**src/rtl/mode_counter_core.sv**
```systemverilog
// mode_counter_core: WIDTH-bit counter driven by a one-hot mode select.
// Modes are binary up, binary down, Gray up and Johnson.
// Q, ModeQ and Err are registered. TC is decoded from the registered state and gated by En.
// Build option: define MODE_COUNTER_SYNC_CLR_EN to add a synchronous Clr input.
// Clr clears Q and the Gray binary shadow. ModeQ and Err are left as they are.
module mode_counter_core #(
    parameter int unsigned WIDTH = 4
) (
    input  logic             Clk,
    input  logic             Reset,
    input  logic [3:0]       D,
    input  logic             En,
    input  logic             Load,
    input  logic [WIDTH-1:0] Din,
`ifdef MODE_COUNTER_SYNC_CLR_EN
    input  logic             Clr,
`endif
    output logic [WIDTH-1:0] Q,
    output logic [3:0]       ModeQ,
    output logic             TC,
    output logic             Err
);

    localparam logic [3:0] ModeUp   = 4'b0001;
    localparam logic [3:0] ModeDown = 4'b0010;
    localparam logic [3:0] ModeGray = 4'b0100;
    localparam logic [3:0] ModeJohn = 4'b1000;

    localparam logic [WIDTH-1:0] AllOnes = {WIDTH{1'b1}};
    localparam logic [WIDTH-1:0] MsbOnly = {1'b1, {(WIDTH-1){1'b0}}};

    logic [WIDTH-1:0] r_q;
    logic [WIDTH-1:0] r_b;   // Binary shadow of the Gray count.
    logic [3:0]       r_mode;
    logic             r_err;

    logic [WIDTH-1:0] w_q_d;
    logic [WIDTH-1:0] w_b_d;
    logic [3:0]       w_mode_d;
    logic             w_err_d;
    logic             w_multi;
    logic [WIDTH-1:0] w_b_inc;
    logic             w_clr;

    // More than one bit set. D & (D-1) clears the lowest set bit.
    assign w_multi = (D & (D - 4'd1)) != 4'd0;
    assign w_b_inc = r_b + WIDTH'(1);

`ifdef MODE_COUNTER_SYNC_CLR_EN
    assign w_clr = Clr;
`else
    assign w_clr = 1'b0;
`endif

    // Next-state: D classification, then mode change, then clear, then load, then count.
    always_comb begin
        w_q_d    = r_q;
        w_b_d    = r_b;
        w_mode_d = r_mode;
        w_err_d  = r_err;
        if (w_multi) begin
            w_err_d = 1'b1;
        end else if (D == 4'd0) begin
            // Idle: the counter holds its value and resumes later in the same mode.
        end else if (D != r_mode) begin
            w_mode_d = D;
            w_q_d    = '0;
            w_b_d    = '0;
        end else if (w_clr) begin
            w_q_d = '0;
            w_b_d = '0;
        end else if (Load) begin
            unique case (r_mode)
                ModeGray: begin
                    w_b_d = Din;
                    w_q_d = Din ^ (Din >> 1);
                end
                default:  w_q_d = Din;
            endcase
        end else if (En) begin
            unique case (r_mode)
                ModeUp:   w_q_d = r_q + WIDTH'(1);
                ModeDown: w_q_d = r_q - WIDTH'(1);
                ModeGray: begin
                    w_b_d = w_b_inc;
                    w_q_d = w_b_inc ^ (w_b_inc >> 1);
                end
                ModeJohn: w_q_d = {r_q[WIDTH-2:0], ~r_q[WIDTH-1]};
                default:  w_q_d = r_q;
            endcase
        end
    end

    // State register with asynchronous active-high reset.
    always_ff @(posedge Clk or posedge Reset) begin
        if (Reset) begin
            r_q    <= '0;
            r_b    <= '0;
            r_mode <= ModeUp;
            r_err  <= 1'b0;
        end else begin
            r_q    <= w_q_d;
            r_b    <= w_b_d;
            r_mode <= w_mode_d;
            r_err  <= w_err_d;
        end
    end

    // Terminal count: high in the cycle before the wrapping edge, gated by En.
    always_comb begin
        TC = 1'b0;
        if (En) begin
            unique case (r_mode)
                ModeUp:   TC = (r_q == AllOnes);
                ModeDown: TC = (r_q == '0);
                ModeGray: TC = (r_b == AllOnes);
                ModeJohn: TC = (r_q == MsbOnly);
                default:  TC = 1'b0;
            endcase
        end
    end

    assign Q     = r_q;
    assign ModeQ = r_mode;
    assign Err   = r_err;

endmodule

```
**config.mk**
```make
export PLATFORM = sky130hd
export DESIGN_NAME = mode_counter_core
export DESIGN_NICKNAME = d
export VERILOG_FILES = /design/src/rtl/mode_counter_core.sv
export SDC_FILE = /design/constraint.sdc
export NUM_CORES = 1
export LEC_CHECK = 0
export CELL_PAD_IN_SITES_DETAIL_PLACEMENT = 1
export CELL_PAD_IN_SITES_GLOBAL_PLACEMENT = 1
export CORE_UTILIZATION = 34
export CTS_BUF_LIST = sky130_fd_sc_hd__clkbuf_16
export CTS_CLUSTER_DIAMETER = 30
export CTS_CLUSTER_SIZE = 14
export DETAILED_ROUTE_END_ITERATION = 8
export GPL_TIMING_DRIVEN = 1
export PLACE_DENSITY = 0.77
export SYNTH_ARGS = -nofsm -noshare
export SYNTH_HDL_FRONTEND = slang
export SYNTH_SLANG_ARGS = --single-unit
```
**constraint.sdc**
```tcl
create_clock -name Clk -period 2.8 [get_ports Clk]
set_input_delay 0.42 -clock Clk [delete_from_list [all_inputs] [get_ports Clk]]
set_output_delay 0.42 -clock Clk [all_outputs]
set_load 0.05 [all_outputs]
```
==> reports/qor.log, run 1 <==
[outcome] status completed
[clocking] maximum level of the CTS H-tree 1
[critical_path] Worst Setup Path Type reg2out
[critical_path] start point of the critical path ModeQ[0]$_DFFE_PP1P_
[finish] utilization after layout 45.9%
[floorplanning] initial cell density of the core 36.2%
[floorplanning] Cell Rows 21
[finish] number of antenna diodes 0
[clocking] clock tree from TritonCTS yes
[grt] largest net degree at the start of global routing 16
[synthesis] Post-Syn Nets 154
[detailed_routing] remaining antenna violation count after routing 0
[timing] headroom to the max-slew limit 54.0%
[timing] max-slew violation total from the final report 0
[floorplanning] Die Span Y 62.3 um
[critical_path] Reg2Reg Setup Slack 570 ps
[detailed_routing] via count 1157
[timing] setup repair after global routing missed its margin no
[clocking] number of setup buffers added after CTS 0
[synthesis] portion of synthesized cell area occupied by the leading cell type 24.3%
[floorplanning] Core ar. 0.00342 mm^2
[placed_design] final weighted congestion in routability-driven placement 0.879
[synthesis] cell area after synthesis 0.00124 mm^2
[finish] number of inserted filler cells in the final layout 400
[timing] post-route clock skew 3.49 ps
[synthesis] cell with the most instances after synthesis sky130_fd_sc_hd__nand2_1
[grt] aggregate global-route resource usage 19.4%
[finish] layout cells sized above 1 15.3%
[clocking] Skew-Pair Late Insertion Delay 250 ps
[synthesis] Netlist cell types 50
[synthesis] synthesis-stage register bit count 13
[grt] global-route wire length before repair 5.88 mm
[detailed_routing] WL final 3.49 mm
[synthesis] top cell types by occurrence after synthesis sky130_fd_sc_hd__nand2_1, sky130_fd_sc_hd__dfrtp_1, sky130_fd_sc_hd__xnor2_1, sky130_fd_sc_hd__nor2_1, sky130_fd_sc_hd__o21ai_0
[synthesis] async set-or-reset flop fraction in the synthesized netlist 100%
[synthesis] Seq/Total Area, Yosys 26.4%
[critical_path] worst reg2reg startpoint ModeQ[0]$_DFFE_PP1P_
[critical_path] Worst EP arrival 2240 ps
[detailed_routing] uppermost layer routed met4
[synthesis] Yosys Warn Count 0
[detailed_routing] final routed DRC violation total 0
[timing] min cycle time layout 2660 ps
[detailed_routing] sum of met3 wire segment lengths after detailed routing 153 um
[placed_design] number of buffer cells added on primary ports 21
[grt] gr ovfl total 0
[detailed_routing] iteration-0 DRC count of the detailed router 37
[grt] via count of the first global-routing pass 1197
[timing] total setup violations reported at the end of the flow 0
[pwr] power density of the placed cells 547 mW/mm^2
[finish] synthesis-to-finish area growth 26.9%
[detailed_routing] routed len/inst 17.2 um
[job] number of maximum-capacitance constraint violations 0
[min_path] path type of the worst min-delay path reg2reg
[detailed_routing] detailed-router iteration count before antenna repair 4
[pwr] leakage component of the power 0.626 nW
[clocking] number of buffers on the longest clock path 2
[clocking] clock sinks 13
[pwr] worst vdd ir 281 uV
[floorplanning] die area 0.00388 mm^2
[grt] number of antenna violations at the first check in global routing 0
[critical_path] destination of the critical timing path TC
[detailed_routing] Met2 Wirelength 1.75 mm
[critical_path] reg-to-reg critical path endpoint r_b[0]$_DFFE_PP0P_
[timing] Tcrit/Tclk final 94.9%
[clocking] clock edge transition at the registers on the reported setup and hold paths 50 ps
[detailed_routing] via density per instance 5.70
[floorplanning] die outline width 62.3 um
[timing] hold violation total from the final report 0
[synthesis] average cell area after synthesis 9.02 um^2
[timing] post-route setup TNS 0 ps
[timing] slew at the pin with the worst max-slew slack 690 ps
[critical_path] category of the worst setup path capture point output port
[detailed_routing] met1 routed wirelength after detailed routing 1.52 mm
[placed_design] HPWL after detailed placement 2.63 mm
[clocking] number of buffers added by the clock tree synthesis step 3
[timing] fmax 0.376 GHz
[synthesis] Yosys top cell by area sky130_fd_sc_hd__dfrtp_1
[synthesis] main flop type after synthesis sky130_fd_sc_hd__dfrtp_1
[critical_path] Critical Path Source Type register
[clocking] CTS Root Cell sky130_fd_sc_hd__clkbuf_16
[critical_path] path depth of the worst reg2reg path 5
[critical_path] Max Fanout on Critical Path 9
[synthesis] top area cells in the synthesized netlist sky130_fd_sc_hd__dfrtp_1, sky130_fd_sc_hd__xnor2_1, sky130_fd_sc_hd__ha_1
[synthesis] number of enable flip-flop cells after synthesis 0
[finish] net count reported at finish 175
[synthesis] Mapped Cells 137
[critical_path] Req. time, crit path 2380 ps
[floorplanning] # IOs 22
-- worst min-delay path by stage --
stage	startpoint	end	slack (ps)	cells past startpoint
after floorplan	Reset	Err$_DFFE_PP0P_	300	1
after global placement	Err$_DFFE_PP0P_	Err$_DFFE_PP0P_	470	1
after detailed placement	Err$_DFFE_PP0P_	Err$_DFFE_PP0P_	480	1
after CTS	Err$_DFFE_PP0P_	Err$_DFFE_PP0P_	490	1
after global routing	Err$_DFFE_PP0P_	Err$_DFFE_PP0P_	500	1
final	Err$_DFFE_PP0P_	Err$_DFFE_PP0P_	480	1
-- timing repair --
action	4_1_cts	5_1_grt
endpoints found under the setup margin	0	1
resized for setup	0	1
hold buffers	0	0
-- routing by layer --
| metal | vias up | global-route usage [%] |
|---|---|---|
| met5 | - | 0 |
| met4 | 0 | 9.30 |
| met3 | 7 | 2.94 |
| met2 | 34 | 31.9 |
| met1 | 573 | 24.7 |
| li1 | 543 | - |
-- cell families (layout without fill, tap and decap cells) --
logic type	after synthesis	in the layout	synth area share [%]
and+or+nand+nor	45	45	21.4
AOI/OAI and AO/OA	36	36	21.0
xor gates and xnor gates	16	16	11.3
buffers and inverters	15	35	8.91
DFF	13	13	26.4
adders and majority gates	6	6	5.97
muxes	6	6	5.06
-- state kept, by name, indices dropped and copies added (netlist names) --
| register | flops |
|---|---|
| Err | 1 |
| ModeQ | 4 |
| Q | 4 |
| r_b | 4 |
-- cell type report --
type,instances,area (um^2),area share (%)
clock buffer,3,75.1,4.78
clock inverter,1,3.75,0.239
inverter,4,15.0,0.957
multi-input combinational,109,826,52.6
sequential,13,327,20.8
tap,46,57.6,3.67
timing repair buffer,27,265,16.9
-- worst max-delay path, cell delays in order, from the launching register on --
cell and delay, ps:
sky130_fd_sc_hd__dfstp_2 690, sky130_fd_sc_hd__nor4b_4 110, sky130_fd_sc_hd__ha_1 300, sky130_fd_sc_hd__nand4_1 110, sky130_fd_sc_hd__nor4_1 290, sky130_fd_sc_hd__a31oi_1 130, sky130_fd_sc_hd__a21boi_4 210, sky130_fd_sc_hd__buf_12 150
-- per-stage QoR --
stage	worst slack, ps	area (um^2)	instances	total power [mW]	hold WS [ps]
after floorplan	163	1250	137	0.483	296
after global placement	347	1480	199	0.565	474
after detailed placement	286	1480	199	0.576	482
after CTS	42.2	1560	203	0.857	492
after global routing	0.356	1570	203	0.899	497
final	143	1570	203	0.858	479
-- power breakdown --
group / internal, mW / switching (mW)
logic: 0.140 / 0.186
clock network: 0.189 / 0.0872
registers: 0.209 / 0.0476
total: 0.538 / 0.320
-- cells in the final DEF, fill, tap and decap left out, drive strengths merged, types with 2 or more instances in the layout --
| master | n |
|---|---|
| clkdlybuf4s50 | 20 |
| nand2 | 14 |
| dfrtp | 12 |
| xnor2 | 11 |
| nor2 | 9 |
| o21ai | 8 |
| buf | 7 |
| nor3 | 7 |
| inv | 5 |
| xor2 | 5 |
| ha | 5 |
| mux2i | 4 |
| a21oi | 4 |
| nand4 | 3 |
| nor4b | 3 |
| o31ai | 3 |
| clkbuf | 3 |
| o211ai | 2 |
| o21bai | 2 |
| a22o | 2 |
| mux2 | 2 |
| a221oi | 2 |
| and2 | 2 |
| and3 | 2 |
| a211oi | 2 |
| a21boi | 2 |
Power figures use the tool's default switching activity.
==> run 2, diff against run 1 <==
- ABC_AREA: not set -> 1
- PLACE_DENSITY: 0.77 -> 0.82
==> reports/qor.log, run 2 <==
[outcome] status completed
[floorplanning] # IOs 22 [unchanged]
[clocking] number of buffers on the longest clock path 2 [unchanged]
[timing] post-route setup TNS 0 ps [unchanged]
[detailed_routing] remaining antenna violation count after routing 0 [unchanged]
[synthesis] Seq/Total Area, Yosys 28.5% [+2.1 points]
[detailed_routing] routed len/inst 13.9 um [-19%]
[timing] slew at the pin with the worst max-slew slack 546 ps [-144 ps]
[critical_path] Reg2Reg Setup Slack 830 ps [+260 ps]
[clocking] maximum level of the CTS H-tree 1 [unchanged]
[detailed_routing] final routed DRC violation total 0 [unchanged]
[critical_path] Max Fanout on Critical Path 7 [-2]
[timing] headroom to the max-slew limit 63.6% [+9.6 points]
[clocking] Post-CTS Hold Buffers 0 [unchanged]
[detailed_routing] WL final 3.31 mm [-5.2%]
[floorplanning] initial cell density of the core 36.6% [+0.41 points]
[finish] net count reported at finish 212 [+21%]
[synthesis] top area cells in the synthesized netlist sky130_fd_sc_hd__dfrtp_1, sky130_fd_sc_hd__nand2_1, sky130_fd_sc_hd__nand3_1
[grt] largest net degree at the start of global routing 14 [-2]
[timing] min cycle time layout 2560 ps [-94.6 ps]
[detailed_routing] via density per instance 4.95 [-13%]
[floorplanning] Die Span Y 60.0 um [-3.6%]
[timing] fmax 0.390 GHz [+3.7%]
[critical_path] Req. time, crit path 2380 ps [about the same]
[synthesis] Yosys Warn Count 0 [unchanged]
[finish] synthesis-to-finish area growth 30.1%
[clocking] Skew-Pair Late Insertion Delay 240 ps [about the same]
[pwr] switching power share of the total 41.0% [+3.7 points]
[clocking] number of setup buffers added after CTS 0 [unchanged]
[detailed_routing] detailed-router iteration count before antenna repair 4 [unchanged]
[critical_path] worst reg2reg startpoint ModeQ[2]$_DFFE_PP0P_
[synthesis] top cell types by occurrence after synthesis sky130_fd_sc_hd__nand2_1, sky130_fd_sc_hd__inv_1, sky130_fd_sc_hd__nand3_1, sky130_fd_sc_hd__dfrtp_1, sky130_fd_sc_hd__nor2_1
[pwr] overall power consumption 0.902 mW [+5.1%]
[timing] Tcrit/Tclk final 91.5% [-3.4 points]
[synthesis] synthesized-area fraction occupied by and/or/nand/nor cells 38.0% [+17 points]
[critical_path] start point of the critical path ModeQ[0]$_DFFE_PP1P_
[critical_path] Worst Setup Path Type reg2out
[synthesis] Mapped Cells 171 [+25%]
[clocking] number of instances resized during post-cts repair 0 [unchanged]
[pwr] sequential group share of total power 28.5% [-1.4 points]
[timing] post-route clock skew 0.677 ps [-2.81 ps]
[placed_design] number of buffer cells added on primary ports 21 [unchanged]
[timing] hold violation total from the final report 0 [unchanged]
[grt] via count of the first global-routing pass 1265 [+5.7%]
[floorplanning] die outline width 60.0 um [-3.6%]
[synthesis] main combinational cell family by area after synthesis simple AND/OR/NAND/NOR gates
[finish] most frequent standard cell in the layout excluding fill and tap cells sky130_fd_sc_hd__nand2_1
[pwr] power share of the combinational group 41.8% [+3.9 points]
[critical_path] destination of the critical timing path TC
[timing] setup repair after global routing missed its margin no
[clocking] clock sinks 13 [unchanged]
[finish] layout cells sized above 1 9.28% [-6.0 points]
[synthesis] share of the synthesized netlist area taken by xor and xnor gates 6.89% [-4.5 points]
[critical_path] reg-to-reg critical path endpoint Q[2]$_DFFE_PP0P_
[synthesis] multiplexer fraction of the synthesized cell area 0% [-5.1 points]
[synthesis] async set-or-reset flop fraction in the synthesized netlist 100% [unchanged]
[grt] number of antenna violations at the first check in global routing 0 [unchanged]
[timing] final-layout worst hold slack 470 ps [-9.66 ps]
[synthesis] main flop type after synthesis sky130_fd_sc_hd__dfrtp_1
[detailed_routing] via count 1179 [+1.9%]
[grt] global-route wire length before repair 5.66 mm [-3.6%]
[critical_path] Worst EP arrival 2140 ps [-100 ps]
[floorplanning] Cell Rows 20 [-4.8%]
[pwr] worst vdd ir 425 uV [+52%]
[synthesis] cell area after synthesis 0.00114 mm^2 [-7.4%]
[synthesis] portion of synthesized cell area occupied by the leading cell type 26.2% [+1.9 points]
[pwr] switching power 0.370 mW [+15%]
[pwr] leakage component of the power 0.739 nW [+18%]
[placed_design] HPWL after detailed placement 2.55 mm [-3.1%]
[pwr] Clock Power Share 29.7% [-2.5 points]
[synthesis] number of enable flip-flop cells after synthesis 0 [unchanged]
[placed_design] final weighted congestion in routability-driven placement 0.770 [-12%]
[synthesis] cell with the most instances after synthesis sky130_fd_sc_hd__nand2_1
[floorplanning] die area 0.00360 mm^2 [-7.2%]
[finish] number of antenna diodes 0 [unchanged]
[synthesis] average cell area after synthesis 6.70 um^2 [-26%]
[synthesis] Compound-Gate Fraction of Synth Area 12.7% [-8.3 points]
[grt] gr ovfl total 0 [unchanged]
[pwr] P_int 0.532 mW [-1.0%]
[pwr] power density of the placed cells 606 mW/mm^2 [+11%]
[clocking] clock tree from TritonCTS yes
[critical_path] Critical Path Source Type register
[clocking] number of buffers added by the clock tree synthesis step 3 [unchanged]
[synthesis] Post-Syn Nets 188 [+22%]
[job] number of maximum-capacitance constraint violations 0 [unchanged]
[clocking] CTS Root Cell sky130_fd_sc_hd__clkbuf_16
[critical_path] path depth of the worst reg2reg path 15 [+10]
[timing] total setup violations reported at the end of the flow 0 [unchanged]
[clocking] clock edge transition at the registers on the reported setup and hold paths 40 ps [about the same]
[synthesis] Yosys top cell by area sky130_fd_sc_hd__dfrtp_1
[floorplanning] Core ar. 0.00313 mm^2 [-8.4%]
[critical_path] category of the worst setup path capture point output port
[finish] commonest cells after routing, fill and taps aside sky130_fd_sc_hd__nand2_1, sky130_fd_sc_hd__inv_1, sky130_fd_sc_hd__clkdlybuf4s50_1
[grt] aggregate global-route resource usage 21.1% [+1.7 points]
[min_path] path type of the worst min-delay path reg2reg
[synthesis] synthesis-stage register bit count 13 [unchanged]
[detailed_routing] iteration-0 DRC count of the detailed router 42 [+14%]
[timing] max-slew violation total from the final report 0 [unchanged]
[synthesis] Netlist cell types 26 [-48%]
[synthesis] Post-Synth Adder-Cell Area 5.46% [-0.51 points]
[run 2: changes by cell type in the layout (fill, tap and decap cells not counted), sizes merged, moves of 3 or more]
cell   delta
xnor2     -9
nor3      -6
inv      +19
nand2    +38
o31ai     -3
mux2i     -4
o21ai     +7
nor4b     -3
buf       -6
nand3    +17
nor2      +6
a21oi     +4
[run 2: cell families after synthesis]
logic type | Yosys count
buffers and inverters | 25
xor gates and xnor gates | 9
AOI/OAI and AO/OA | 27
and+or+nand+nor | 92
adders and majority gates | 5
DFF | 13
[run 2: how the worst min path moves through the flow]
stage,slack (ps),from,end,cells after the start
2_1_floorplan,300,Reset,Err$_DFFE_PP0P_,1
3_3_place_gp,460,Err$_DFFE_PP0P_,Err$_DFFE_PP0P_,1
3_5_place_dp,460,Err$_DFFE_PP0P_,Err$_DFFE_PP0P_,1
4_1_cts,470,Err$_DFFE_PP0P_,Err$_DFFE_PP0P_,1
5_1_grt,480,Err$_DFFE_PP0P_,Err$_DFFE_PP0P_,1
6_report,470,Err$_DFFE_PP0P_,Err$_DFFE_PP0P_,1
[run 2: final cells by class]
cell class / count / area (um^2)
well taps: 44 / 55.1
inverters: 23 / 86.3
clock buffers: 3 / 75.1
fillers: 411 / 1640
flip-flops and latches: 13 / 327
multi-input cells: 133 / 722
clock inverters: 1 / 3.75
repair buffers: 21 / 220
[run 2: layer usage]
| metal | global-route usage, % | routed length [um] |
|---|---|---|
| met4 | 5.32 | 59 |
| met2 | 37.1 | 1630 |
| met5 | 0 | 0 |
| met3 | 4.76 | 68 |
| met1 | 25.8 | 1550 |
[run 2: per-stage QoR]
step | cells | cell area (um^2) | util [%] | worst slack (ps)
2_1_floorplan | 171 | 1140 | - | 76.2
3_3_place_gp | 234 | 1410 | 45.1 | 579
3_5_place_dp | 234 | 1410 | 45.1 | 527
4_1_cts | 238 | 1490 | 47.6 | 219
5_1_grt | 238 | 1490 | 47.6 | 150
6_report | 238 | 1490 | 47.6 | 237
[run 2: power by group through the flow]
stage                     sequential (mW)  clock (mW)  combinational, mW
after floorplan                     0.316           0              0.194
after CTS                           0.257       0.274              0.379
after global placement              0.256           0              0.362
final                               0.257       0.268              0.377
after global routing                0.263       0.281              0.414
after detailed placement            0.259           0              0.372
[run 2: worst max-delay path, stage by stage, from the launching register on]
cell,delay (ps)
sky130_fd_sc_hd__dfstp_2,580
sky130_fd_sc_hd__nor2_1,80
sky130_fd_sc_hd__nand2_1,150
sky130_fd_sc_hd__inv_1,100
sky130_fd_sc_hd__ha_1,280
sky130_fd_sc_hd__nand4_1,90
sky130_fd_sc_hd__a21oi_1,130
sky130_fd_sc_hd__nor2_1,70
sky130_fd_sc_hd__a21boi_1,230
sky130_fd_sc_hd__buf_12,170
==> run 3, diff against run 2 <==
- SLEW_MARGIN: not set -> 10
==> results of run 3 <==
Final layout, timing and power as in run 2 (identical DEF).
